**config.mk**
```make
export PLATFORM = sky130hd
export DESIGN_NAME = dmem_arbiter
export DESIGN_NICKNAME = d
export VERILOG_FILES = /design/src/rtl/dmem_arbiter.sv
export SDC_FILE = /design/constraint.sdc
export NUM_CORES = 1
export LEC_CHECK = 0
export BUFFER_PORTS_ARGS = -buffer_cell sky130_fd_sc_hd__buf_4
export CAP_MARGIN = 30
export CORE_AREA = 10 10 99 101
export DETAILED_ROUTE_END_ITERATION = 10
export DIE_AREA = 0 0 109 111
export PLACE_DENSITY_LB_ADDON = 0.3
export SLEW_MARGIN = 20
export SYNTH_ARGS = -nofsm -noshare
export SYNTH_HDL_FRONTEND = slang
export SYNTH_SLANG_ARGS = --single-unit
export TNS_END_PERCENT = 5
```
**constraint.sdc**
```tcl
create_clock -name clk -period 2.2 [get_ports clk]
set_input_delay 0.33 -clock clk [delete_from_list [all_inputs] [get_ports clk]]
set_output_delay 0.33 -clock clk [all_outputs]
set_load 0.005 [all_outputs]
```
**src/rtl/dmem_arbiter.sv**
```systemverilog
// dmem_arbiter: round-robin arbiter sharing one single-port data RAM
// between NUM_CORES cores. Each transaction is IDLE -> ACCESS -> RESP.
// All RAM-side and core-side outputs are registered.
//
// Ports:
//   clk, rst        clock, synchronous active-high reset
//   core_req        per-core request, held until that core's ack
//   core_wr         per-core access type (1 = write)
//   core_addr       packed addresses, core i at [i*ADDR_W +: ADDR_W]
//   core_wdata      packed write data, same packing
//   core_ack        one-hot, one-cycle completion pulse (RESP)
//   core_rdata      read data, valid while the matching ack bit is high
//   mem_addr/wdata  to RAM ADDBUS/DATAIN; hold their value outside ACCESS
//   mem_wr/mem_rd   to RAM WR/RD; high only in ACCESS
//   mem_rdata       from RAM DATAOUT; sampled only at the end of a read ACCESS
module dmem_arbiter #(
  parameter int NUM_CORES = 4,
  parameter int ADDR_W    = 16,
  parameter int DATA_W    = 16
) (
  input  logic                        clk,
  input  logic                        rst,
  input  logic [NUM_CORES-1:0]        core_req,
  input  logic [NUM_CORES-1:0]        core_wr,
  input  logic [NUM_CORES*ADDR_W-1:0] core_addr,
  input  logic [NUM_CORES*DATA_W-1:0] core_wdata,
  output logic [NUM_CORES-1:0]        core_ack,
  output logic [DATA_W-1:0]           core_rdata,
  output logic [ADDR_W-1:0]           mem_addr,
  output logic [DATA_W-1:0]           mem_wdata,
  output logic                        mem_wr,
  output logic                        mem_rd,
  input  logic [DATA_W-1:0]           mem_rdata
);
  localparam int IW = $clog2(NUM_CORES);

  typedef enum logic [1:0] {IDLE, ACCESS, RESP} state_t;

  state_t        state, state_nxt;
  logic [IW-1:0] last_grant, win, pick;
  logic          any_req;

  logic [NUM_CORES-1:0][ADDR_W-1:0] addr_v;
  logic [NUM_CORES-1:0][DATA_W-1:0] wdata_v;

  genvar g;
  generate
    for (g = 0; g < NUM_CORES; g++) begin : g_unpack
      assign addr_v[g]  = core_addr[g*ADDR_W +: ADDR_W];
      assign wdata_v[g] = core_wdata[g*DATA_W +: DATA_W];
    end
  endgenerate

  assign any_req = |core_req;

  // Scan from the farthest candidate back to last_grant+1 so the nearest
  // requester after last_grant overwrites the others and wins.
  always_comb begin : rr_pick
    int            t;
    logic [IW-1:0] idx;
    pick = last_grant;
    t    = 0;
    idx  = '0;
    for (int k = NUM_CORES; k >= 1; k--) begin
      t = int'(last_grant) + k;
      if (t >= NUM_CORES) t = t - NUM_CORES;
      idx = IW'(t);
      if (core_req[idx]) pick = idx;
    end
  end

  always_ff @(posedge clk) begin
    if (rst) state <= IDLE;
    else     state <= state_nxt;
  end

  always_comb begin
    state_nxt = state;
    case (state)
      IDLE:    if (any_req) state_nxt = ACCESS;
      ACCESS:  state_nxt = RESP;
      RESP:    state_nxt = IDLE;
      default: state_nxt = IDLE;
    endcase
  end

  // mem_wr doubles as the latched access type; the address/data registers
  // are only loaded on a grant, so they hold their last value otherwise.
  always_ff @(posedge clk) begin
    if (rst) begin
      last_grant <= IW'(NUM_CORES - 1);
      win        <= '0;
      mem_addr   <= '0;
      mem_wdata  <= '0;
      mem_wr     <= 1'b0;
      mem_rd     <= 1'b0;
      core_ack   <= '0;
      core_rdata <= '0;
    end else begin
      mem_wr   <= 1'b0;
      mem_rd   <= 1'b0;
      core_ack <= '0;
      case (state)
        IDLE: if (any_req) begin
          win       <= pick;
          mem_addr  <= addr_v[pick];
          mem_wdata <= wdata_v[pick];
          mem_wr    <= core_wr[pick];
          mem_rd    <= !core_wr[pick];
        end
        ACCESS: begin
          if (mem_rd) core_rdata <= mem_rdata;
          core_ack[win] <= 1'b1;
        end
        RESP:    last_grant <= win;
        default: ;
      endcase
    end
  end
endmodule
```
**After elaboration in Yosys (flattened, before gate mapping)**

Cells that the tools add are included.

- Order comparisons: 11
- Shift-type cells: 0
- Divide/modulo/power cells: 0
- Bitwise logic cells: 3
- Multiply operators: 0
- Add/subtract/negate cells: 8
- Reduce and logical (&&, ||, !) cells: 8
- Multiplexer cells: 26
- Eq/ne operators: 3

Operator list:

| cell | number |
|---|---|
| $bmux W16 S2 | 2 |
| $mux W16 | 2 |
| $lt A2 B3 Y1 const B | 6 |
| $mux W2 | 9 |
| $bmux W1 S2 | 5 |
| $ge A3 B3 Y1 const B | 3 |
| $sub A2 B1 Y2 const B | 4 |
| $add A2 B2 Y3 const B | 2 |
| $mux W1 | 6 |
| $add A2 B3 Y4 const B | 1 |
| $ge A4 B3 Y1 const B | 1 |
| $pmux W2 S2 | 1 |
| $reduce_and A2 Y1 | 2 |
| $reduce_or A4 Y1 | 1 |
| $add A2 B1 Y3 const B | 1 |
| $not A1 Y1 | 3 |
| $reduce_or A3 Y1 | 1 |
| $demux W1 S2 | 1 |
| $eq A2 B1 Y1 const B | 1 |
| $eq A2 B2 Y1 const B | 1 |
| $ge A2 B1 Y1 const B | 1 |
| $logic_not A2 Y1 | 1 |
| $ne A2 B2 Y1 const B | 1 |
| $reduce_or A2 Y1 | 1 |
| 2 further kinds | 2 |

- Input bits: 154
- Flip-flop bits (word level): 60
- Memory bits (writable): 0
- Memories: 0
- Memory bits (read-only): 0
- Output and inout port bits: 54
- Logic and storage cells: 68
- Latch bits: 0

**Longest topological paths before layout**

Gate-level depths: netlist of the first run.

- Word-level depth: 12
- Depth in mapped cells: 8

**Worst setup path before layout of the first run**

Ideal clock, no wire load.

- Path type: reg-to-reg
- Start point: register last_grant[1]
- End point: register mem_addr[0]
- Setup slack: 410 ps
- Required time: 2073 ps
- Arrival time: 1663 ps
- Clock period less this slack: 1790 ps
- Cell stages (with the launch flop): 9
- Path through: dfxtp_1 -> buf_2 -> mux2i_1 -> nor2_1 -> a311oi_4 -> buf_6 -> buf_8 -> mux2i_1 -> o211ai_2

- Cells in the longest elaborated chain, start to end: 11
- Elaborated cells on any way between the ends: 30

RTL lines:

| element | RTL line | RTL |
|---|---|---|
| start: declaration | 40 | `logic [IW-1:0] last_grant, win, pick;` |
| start signal: assignment | 91 | `last_grant <= IW'(NUM_CORES - 1);` |
| start signal: assignment | 115 | `RESP: last_grant <= win;` |
| $add A2 B3 Y4 | 65 | `t = int'(last_grant) + k;` |
| $ge A4 B3 Y1 or $sub A2 B1 Y2 (tied branches) | 66 | `if (t >= NUM_CORES) t = t - NUM_CORES;` |
| $mux W2 | 66 |  |
| $bmux W1 S2 | 68 | `if (core_req[idx]) pick = idx;` |
| $mux W1 (not written as such) | 68 |  |
| $mux W2 (3 in series) | 68 |  |
| $mux W2 * | 68 |  |
| $bmux W16 S2 * | 106 | `mem_addr <= addr_v[pick];` |
| $mux W16 (not written as such) * | 106 |  |
| end signal: assignment | 106 |  |
| end: declaration | 29 | `output logic [ADDR_W-1:0] mem_addr,` |

Every way passes the cells marked *; elsewhere a longest branch is shown, timed or not. The select of a mux whose other input is x is not followed.
A chain may end at the register's enable or synchronous reset.

**Worst setup path in the final report of the first run**

- Start point: register last_grant[1]
- End point: register mem_addr[4]

Same word-level chain as after synthesis.

==> results of run 1 <==
## area by class of cell
class / count / area [um^2]
fillers: 652 / 2700
multi-input cells: 277 / 2014
repair buffers: 219 / 1732
flip-flops and latches: 60 / 1201
well taps: 105 / 131.4
clock buffers: 9 / 123.9
clock inverters: 7 / 58.81
inverters: 2 / 7.507
## cells in the mapped netlist, types with 3 or more instances
cell      number  area, um^2
mux2_2        31       349.1
dfxtp_1       60        1201
nor2_1         5       18.77
nand2b_1       7       43.79
nand2_1       65       244.0
a21oi_1       17       85.08
mux2i_1       39       390.4
buf_2         16       80.08
clkbuf_1      11       41.29
o211ai_2      29       362.9
buf_8          3       45.04
nand3_1       62       310.3
buf_4          3       22.52
## power groups by stage
stage               registers [W]  clock network (W)  logic, W
floorplan                 0.00130                  0  0.000505
global placement          0.00130                  0   0.00101
detailed placement        0.00130                  0   0.00103
CTS                       0.00128           0.000959   0.00103
global route              0.00129            0.00101   0.00110
finish                    0.00128           0.000933   0.00101
## state kept, by name, indices dropped and copies added, names as in the netlist
name,cells
mem_wr,1
mem_rd,1
last_grant,2
state,2
core_rdata,16
core_ack,4
mem_wdata,16
win,2
mem_addr,16
## final timing paths
path,cells past startpoint,slack (ns),end
worst max-delay path,6,0.23,mem_addr[4]
worst min-delay path,3,0.23,core_rdata[0]
worst max register to register,6,0.23,mem_addr[4]
worst min register to register,2,0.46,core_rdata[15]
## worst min-delay path, stage by stage
cell	delay (ns)
buf_4	0.11
nand2_1	0.04
a21oi_1	0.05
## logic make-up (layout without fill, tap and decap cells)
kind of cell,count (synthesis),count (layout),synth area share [%]
muxes,70,70,21.78
AOI/OAI and AO/OA,55,55,15.74
DFF,60,60,35.39
and+or+nand+nor,152,152,20.97
buffers and inverters,36,237,6.119
## through the flow
step / power (W) / utilization [%]
finish: 0.003225 / 66.12
global route: 0.003405 / 66.12
global placement: 0.002305 / 63.82
floorplan: 0.001803 / -
CTS: 0.003269 / 66.12
detailed placement: 0.002330 / 63.82
## metal layers
metal / vias to the layer above / global-route usage (%) / wire length, um
met3: 14 / 9.942 / 1552
met4: 0 / 6.596 / 218
li1: 1728 / - / -
met2: 178 / 30.93 / 5792
met5: - / 0 / 0
met1: 1630 / 20.38 / 4300
==> summary.txt, run 1 <==
WL per Instance: 17.47 um
Clock power frac: 28.9%
Total Die Area: 12,100 um^2
grt ovf: 0
Final Instance Area: 5269 um^2
hold crit path type: input port to flop
Pre-antenna DRT Iters: 5
WP data arrival: 2.23 ns
Post-DP Area: 5086 um^2
Netlist Area Pre-Place: 3395 um^2
fin cells: 679
commonest cells after routing, fill and taps aside: 212 x buf_4, 65 x nand2_1, 62 x nand3_1
share of layout cells above drive strength 1: 52.26%
hpwl dp: 9376 um
worst hold start: mem_rdata[0]
Synth cell types: 32
CP top delay family: multiplexers
Syn Inst Count: 373
Vias per Instance: 5.228
fin. max-slew vios: 0
setup bufs post-CTS: 0
Ports: 208
via count: 3,550
CP peak stage delay: 0.45 ns
routability congestion estimate from global placement: 0.7690
P_leak: 2.401 nW
post-synthesis sequential area ratio: 35.39%
max_cap viols: 0
Setup crit start: last_grant[1]
initial DRC count: 146
CP Class: flop to flop
area grow syn2layout: 55.22%
Yosys warning count: 0
required time of the critical path: 2.46 ns
Worst Slack Setup Final: 0.2341 ns
critical path's slowest cell: dfxtp_1
critical-path cell list: mux2i_1 -> nor2_1 -> a311oi_4 -> buf_12 -> mux2_2 -> o211ai_2
sequential fraction of design power: 39.6%
Clock transition at path regs: 0.08 ns
Overall Global Routing Usage: 18.99%
status: finished clean
die height: 111 um
number of synthesized register bits: 60
worst vdd ir: 0.0003255 V
first-pass GRT wire length: 18,440 um
H-tree levels: 3
diodes inserted: 0
Die Wd: 109 um
commonest non-fill, non-tap cell in the layout: buf_4
switch share: 31.89%
Starting Density: 42.60%
setup_tns: 0 ns
cell count after placement: 663
CTS tree: done
clock latency on the worst-skew pair: 0.34 ns
CP Launch Type: flop
dpl ws: 0.2787 ns
PD cells: 612.1 nW/um^2
pin count of the biggest net entering global routing: 41
CTS Hold Bufs: 0
Resized cells post-CTS: 0
Core Region: 7969 um^2
launch point of the worst reg-to-reg path: last_grant[1]
Post-Syn Nets: 527
Fin. Hold Viols: 0
root buffer cell: clkbuf_8
Tmin final: 1.966 ns
clock sink count: 60
Async SR Flop Fraction: 0%
EDFF count, synth: 0
Internal: 0.002197 W
# setup viols final: 0
Slew HR: 60.43%
vias in the first global route: 3,721
Clock Skews: 0.01119 ns
Setup crit end kind: flop
fmax: 508.7 MHz
WL final: 11,860 um
crit-path max FO: 40
Comb power frac: 31.4%
Worst-Margin Slew: 0.5917 ns
top_reg_cell synth: dfxtp_1
maximum root-to-sink buffer count: 2
period utilization: 89.36%
TritonCTS buffer count: 9
Switch Pwr: 0.001028 W
worst hold slack: 0.2300 ns
RSZ-0062 raised after global routing: no
remaining antenna violation count: 0
drc violations: 0
Net count, final: 723
initial antenna violation count: 0
Buf/Inv on CP: 1
input/output buffers: 207
Avg Cell Area, Syn: 9.101 um^2
Rows: 33
Note: power is estimated with default switching activity, not from simulation.
==> inputs of run 2 (changes only) <==
Settings changed: ABC_AREA set to 1, CORE_AREA 10 10 99 101 to 10 10 123 125, DIE_AREA 0 0 109 111 to 0 0 133 135.
==> summary.txt, run 2 <==
Clock transition at path regs: 0.06 ns (-0.02 ns)
clock latency on the worst-skew pair: 0.33 ns (about the same)
Tmin final: 1.904 ns (-0.06202 ns)
worst vdd ir: 0.0004086 V (+26%)
pin count of the biggest net entering global routing: 48 (+17%)
Buf/Inv on CP: 4 (+3)
root buffer cell: clkbuf_16
Power Total: 0.004462 W (+38%)
Fin. Hold Viols: 0 (unchanged)
Worst Slack Setup Final: 0.2961 ns (+0.06202 ns)
setup bufs post-CTS: 0 (unchanged)
post-synthesis sequential area ratio: 31.94% (-3.4 points)
routability congestion estimate from global placement: 0.8109 (+5.4%)
Async SR Flop Fraction: 0% (unchanged)
first-pass GRT wire length: 22,180 um (+20%)
status: finished clean
Yosys warning count: 0 (unchanged)
post-synth top area share: 31.94% (-3.4 points)
input/output buffers: 207 (unchanged)
Pre-antenna DRT Iters: 4 (-1)
H-tree levels: 3 (unchanged)
CP top delay family: simple AND/OR/NAND/NOR gates
Vias per Instance: 4.339 (-17%)
PD cells: 772.0 nW/um^2 (+26%)
vias in the first global route: 4,367 (+17%)
WP data arrival: 2.13 ns (-0.10 ns)
CTS Hold Bufs: 0 (unchanged)
remaining antenna violation count: 0 (unchanged)
Overall Global Routing Usage: 15.12% (-3.9 points)
Metal-1 WL: 5817 um (+35%)
Post-Syn Nets: 806 (+53%)
Starting Density: 29.93% (-13 points)
met2 WL: 6899 um (+19%)
Met3 Wirelength: 1074 um (-31%)
required time of the critical path: 2.43 ns (-0.03 ns)
crit-path max FO: 47 (+18%)
fmax: 525.2 MHz (+3.3%)
CP peak stage delay: 0.45 ns (about the same)
WL final: 13,950 um (+18%)
Clock Skews: 0.008730 ns (-0.002462 ns)
largest registers: core_rdata (16), mem_addr (16), mem_wdata (16)
Syn Inst Count: 652 (+75%)
hpwl dp: 10,720 um (+14%)
dpl ws: 0.1512 ns (-0.1275 ns)
area grow syn2layout: 53.66%
initial antenna violation count: 1 (+1)
RSZ-0062 raised after global routing: no
maximum root-to-sink buffer count: 2 (unchanged)
period utilization: 86.54% (-2.8 points)
critical-path cell list: inv_4 -> nand2_1 -> nand2_1 -> nand2_1 -> nand2_1 -> inv_2 -> nand2_2 -> nand2_2 -> nand2_2 -> nand2_2 -> buf_12 -> nand2_1 -> nand3_1 -> nand3_1 -> nand2_1 -> inv_1
Avg Cell Area, Syn: 5.769 um^2 (-37%)
Slew HR: 43.74% (-17 points)
die height: 135 um (+22%)
Setup crit end kind: flop
WL per Instance: 13.63 um (-22%)
CTS tree: done
fillers: 1,378 (+110%)
CP Class: flop to flop
Netlist Area Pre-Place: 3761 um^2 (+11%)
clock sink count: 60 (unchanged)
most area-consuming cells after synthesis: dfxtp_1 32%, nand3_1 18%, nand2_1 17%, inv_1 13%, nor2_1 5.6%
initial DRC count: 262 (+79%)
Synth cell types: 18 (-44%)
drc violations: 0 (unchanged)
Total Die Area: 17,960 um^2 (+48%)
share of layout cells above drive strength 1: 29.18% (-23 points)
Worst-Margin Slew: 0.8430 ns (+0.2513 ns)
Resized cells post-CTS: 0 (unchanged)
Die Wd: 133 um (+22%)
hold crit path type: input port to flop
most frequent cell after synthesis: nand2_1
P_leak: 3.289 nW (+37%)
Ports: 208 (unchanged)
DR top layer: met4
TritonCTS buffer count: 9 (unchanged)
CP Launch Type: flop
number of synthesized register bits: 60 (unchanged)
Rows: 41 (+24%)
# setup viols final: 0 (unchanged)
grt ovf: 0 (unchanged)
Core Region: 12,570 um^2 (+58%)
max_cap viols: 0 (unchanged)
setup_tns: 0 ns (unchanged)
area leader, netlist: dfxtp_1
via count: 4,439 (+25%)
most used cell, CP: nand2_1
Net count, final: 999 (+38%)
worst hold slack: 0.2221 ns (-0.007827 ns)
fin. max-slew vios: 0 (unchanged)
critical path's slowest cell: dfxtp_2
EDFF count, synth: 0 (unchanged)
commonest cells after routing, fill and taps aside: 219 x buf_4, 166 x nand2_1, 135 x nand3_1
Post-synth top cells: 166 x nand2_1, 135 x nand3_1, 127 x inv_1, 60 x dfxtp_1, 56 x nor2_1
top_reg_cell synth: dfxtp_1
commonest non-fill, non-tap cell in the layout: buf_4
-- run 2: cell types whose count changed after synthesis, moves of 31 or more --
cell     delta
inv_1     +125
mux2_2     -31
mux2i_1    -39
nand2_1   +101
nand3_1    +73
nor2_1     +51
-- run 2: worst register-to-register path: cells and delay by family, from the launching register on --
kind | cells | cell delay [ns]
buffers and inverters | 4 | 0.38
AND/OR/NAND/NOR | 12 | 0.98
flip-flops | 1 | 0.45
-- run 2: stage by stage --
step,cell area [um^2],std cells,util (%)
after global placement,5458,1006,43.42
after floorplan,3761,652,-
after CTS,5776,1022,45.95
after global routing,5777,1022,45.96
final,5779,1023,45.98
after detailed placement,5458,1006,43.42
-- run 2: report_power, final --
group	internal (W)	switching, W
combinational	0.000752	0.000861
sequential	0.00125	0.0000828
clock	0.000991	0.000525
total	0.00299	0.00147
-- run 2: worst paths after layout --
kind | from | end | slack [ns] | depth (start not counted)
min reg2reg | core_rdata[3] | core_rdata[3] | 0.44 | 2
min | core_addr[35] | mem_addr[3] | 0.22 | 3
max | last_grant[0] | mem_wdata[7] | 0.30 | 16
max reg2reg | last_grant[0] | mem_wdata[7] | 0.30 | 16
-- run 2: area by class of cell --
class                   count  area [um^2]  share of cell area, %
clock buffers              10        229.0                  3.962
repair buffers            222         1704                  29.49
well taps                 172        215.2                  3.724
diodes                      1        2.502                0.04330
clock inverters             6        88.84                  1.537
flip-flops and latches     60         1202                  20.81
multi-input cells         422         1847                  31.95
inverters                 130        490.5                  8.487
-- run 2: cells by family (layout without fill, tap and decap cells) --
| logic type | Yosys count | in the layout | synth area share [%] |
|---|---|---|---|
| flip-flops | 60 | 60 | 31.94 |
| buffers and inverters | 170 | 368 | 18.96 |
| AO/OA/AOI/OAI | 53 | 53 | 7.053 |
| AND/OR/NAND/NOR | 369 | 369 | 42.05 |
| other | 0 | 1 | 0 |
-- run 2: routing by layer --
| metal | global-route usage, % | vias to the layer above |
|---|---|---|
| met1 | 17.80 | 1927 |
| met2 | 25.59 | 129 |
| met4 | 4.707 | 0 |
| met3 | 4.785 | 8 |
| met5 | 0 | - |
| li1 | - | 2375 |
==> inputs of run 3 (changes only) <==
Settings changed: CAP_MARGIN 30 to unset, SETUP_SLACK_MARGIN set to 0.4.
==> summary.txt, run 3 (synthesized netlist as in run 2, its figures left out) <==
Overall Global Routing Usage: 15.40% (+0.27 points)
fmax: 569.5 MHz (+8.4%)
pin count of the biggest net entering global routing: 39 (-19%)
PD cells: 766.5 nW/um^2 (-0.72%)
switch share: 33.73% (+0.82 points)
Pre-antenna DRT Iters: 4 (unchanged)
Internal: 0.003197 W (+6.8%)
commonest cells after routing, fill and taps aside: 216 x buf_4, 140 x nand2_1, 126 x inv_1
input/output buffers: 207 (unchanged)
Clock power frac: 31.4% (-2.6 points)
Tmin final: 1.756 ns (-0.1479 ns)
initial antenna violation count: 1 (unchanged)
setup_tns: 0 ns (unchanged)
Worst-Margin Slew: 0.8437 ns (+0.0006813 ns)
H-tree levels: 3 (unchanged)
routability congestion estimate from global placement: 0.8109 (unchanged)
Setup crit start: last_grant[0]
Core Region: 12,570 um^2 (unchanged)
share of layout cells above drive strength 1: 34.91% (+5.7 points)
Starting Density: 29.93% (unchanged)
area grow syn2layout: 67.33%
vias in the first global route: 4,414 (+1.1%)
dpl ws: 0.1512 ns (unchanged)
Total Die Area: 17,960 um^2 (unchanged)
Vias per Instance: 4.413 (+1.7%)
clock sink count: 60 (unchanged)
max_cap viols: 0 (unchanged)
required time of the critical path: 2.43 ns (about the same)
Buf/Inv on CP: 3 (-1)
critical path's slowest cell: dfxtp_4
CP Launch Type: flop
drc violations: 0 (unchanged)
maximum root-to-sink buffer count: 2 (unchanged)
CP top delay family: simple AND/OR/NAND/NOR gates
Ports: 208 (unchanged)
via count: 4,581 (+3.2%)
WP data arrival: 1.98 ns (-0.15 ns)
fillers: 1,310 (-4.9%)
hold crit path type: input port to flop
commonest non-fill, non-tap cell in the layout: buf_4
RSZ-0062 raised after global routing: yes
crit-path max FO: 8 (-83%)
critical-path cell list: inv_8 -> nand2_1 -> nand2_2 -> nand2_2 -> nand2_2 -> nand2_4 -> nand3_4 -> nand2_8 -> clkbuf_16 -> nand2_1 -> nand3_1 -> nand3_1 -> nand2_1 -> inv_1
# setup viols final: 0 (unchanged)
Setup crit end kind: flop
first-pass GRT wire length: 22,510 um (+1.5%)
worst vdd ir: 0.0004319 V (+5.7%)
CTS tree: done
period utilization: 79.82% (-6.7 points)
Switch Pwr: 0.001627 W (+11%)
root buffer cell: clkbuf_16
Die Wd: 133 um (unchanged)
TritonCTS buffer count: 9 (unchanged)
remaining antenna violation count: 0 (unchanged)
Fin. Hold Viols: 0 (unchanged)
largest registers: core_rdata (16), mem_addr (16), mem_wdata (16)
Comb power frac: 40.9% (+4.8 points)
Clock Skews: 0.01070 ns (+0.001965 ns)
initial DRC count: 267 (+1.9%)
WL final: 15,440 um (+11%)
Worst Slack Setup Final: 0.4440 ns (+0.1479 ns)
hpwl dp: 10,720 um (unchanged)
clock latency on the worst-skew pair: 0.33 ns (about the same)
fin. max-slew vios: 0 (unchanged)
WL per Instance: 14.87 um (+9.1%)
status: finished clean
Net count, final: 1,014 (+1.5%)
Slew HR: 43.69% (-0.045 points)
Clock transition at path regs: 0.06 ns (about the same)
worst hold start: core_addr[35]
Rows: 41 (unchanged)
CP Class: flop to flop
CP peak stage delay: 0.41 ns (-0.04 ns)
launch point of the worst reg-to-reg path: last_grant[0]
grt ovf: 0 (unchanged)
P_leak: 3.487 nW (+6.0%)
die height: 135 um (unchanged)
sequential fraction of design power: 27.6% (-2.3 points)
## run 3: cell types whose count changed in the layout (fill, tap and decap cells not counted), moves of 2 or more
cell,previous run,this run
buf_6,0,8
nand2_1,166,140
nand3_4,0,2
nand2_4,0,6
nand2_8,0,2
buf_12,3,6
nand3_2,1,10
buf_4,219,216
clkbuf_16,9,15
nand3_1,135,124
nand2_2,5,23
dfxtp_4,0,2
## run 3: tightest hold or removal path, delay by kind of cell
kind	cells	cell delay, ns
and+or+nand+nor	1	0.06
buffers and inverters	1	0.07
AOI/OAI and AO/OA	1	0.05
## run 3: stage by stage
step	instance area [um^2]	util, %	hold slack, ns	total power (W)	std cells
after floorplan	3761	-	0.4214	0.002299	652
after global placement	5458	43.42	0.4335	0.002980	1006
after detailed placement	5458	43.42	0.4372	0.002989	1006
after CTS	5853	46.57	0.2135	0.004594	1027
after global routing	6291	50.05	0.2174	0.005161	1037
final	6294	50.07	0.2211	0.004824	1038
## run 3: power by group through the flow
stage               Combinational (W)  Sequential [W]  Clock (W)
global route                  0.00220         0.00136    0.00161
global placement              0.00163         0.00135          0
detailed placement            0.00163         0.00136          0
floorplan                    0.000936         0.00136          0
CTS                           0.00170         0.00133    0.00156
finish                        0.00197         0.00133    0.00152
## run 3: final cells by class
cell class	count	area (um^2)	share of cell area, %
Clock buffer	10	229.0	3.638
Tap cell	172	215.2	3.419
Clock inverter	6	88.84	1.412
Antenna cell	1	2.502	0.03976
Multi-Input combinational cell	422	2039	32.41
Sequential cell	60	1209	19.20
Inverter	130	500.5	7.952
Timing Repair Buffer	237	2009	31.93
## run 3: final timing paths
check                  to  slack [ns]  cells past startpoint
min reg2reg   core_ack[0]        0.44                      1
max          mem_wdata[7]        0.44                     14
max reg2reg  mem_wdata[7]        0.44                     14
min           mem_addr[3]        0.22                      3
## run 3: what timing repair did
item                                    in CTS  in global routing
setup buffers                                4                  3
hold buffers                                 0                  0
endpoints found under the setup margin      36                 36
pin swaps                                    1                 25
cloned                                       1                  7
gates resized for setup                      5                 73
## run 3: routing by layer
metal / share of wire (%) / vias to the layer above / GRT usage (%)
met5: 0 / - / 0
met3: 7.4 / 6 / 4.785
met4: 0.83 / 0 / 4.707
met1: 41 / 2021 / 18.02
met2: 50 / 138 / 26.29
li1: - / 2416 / -
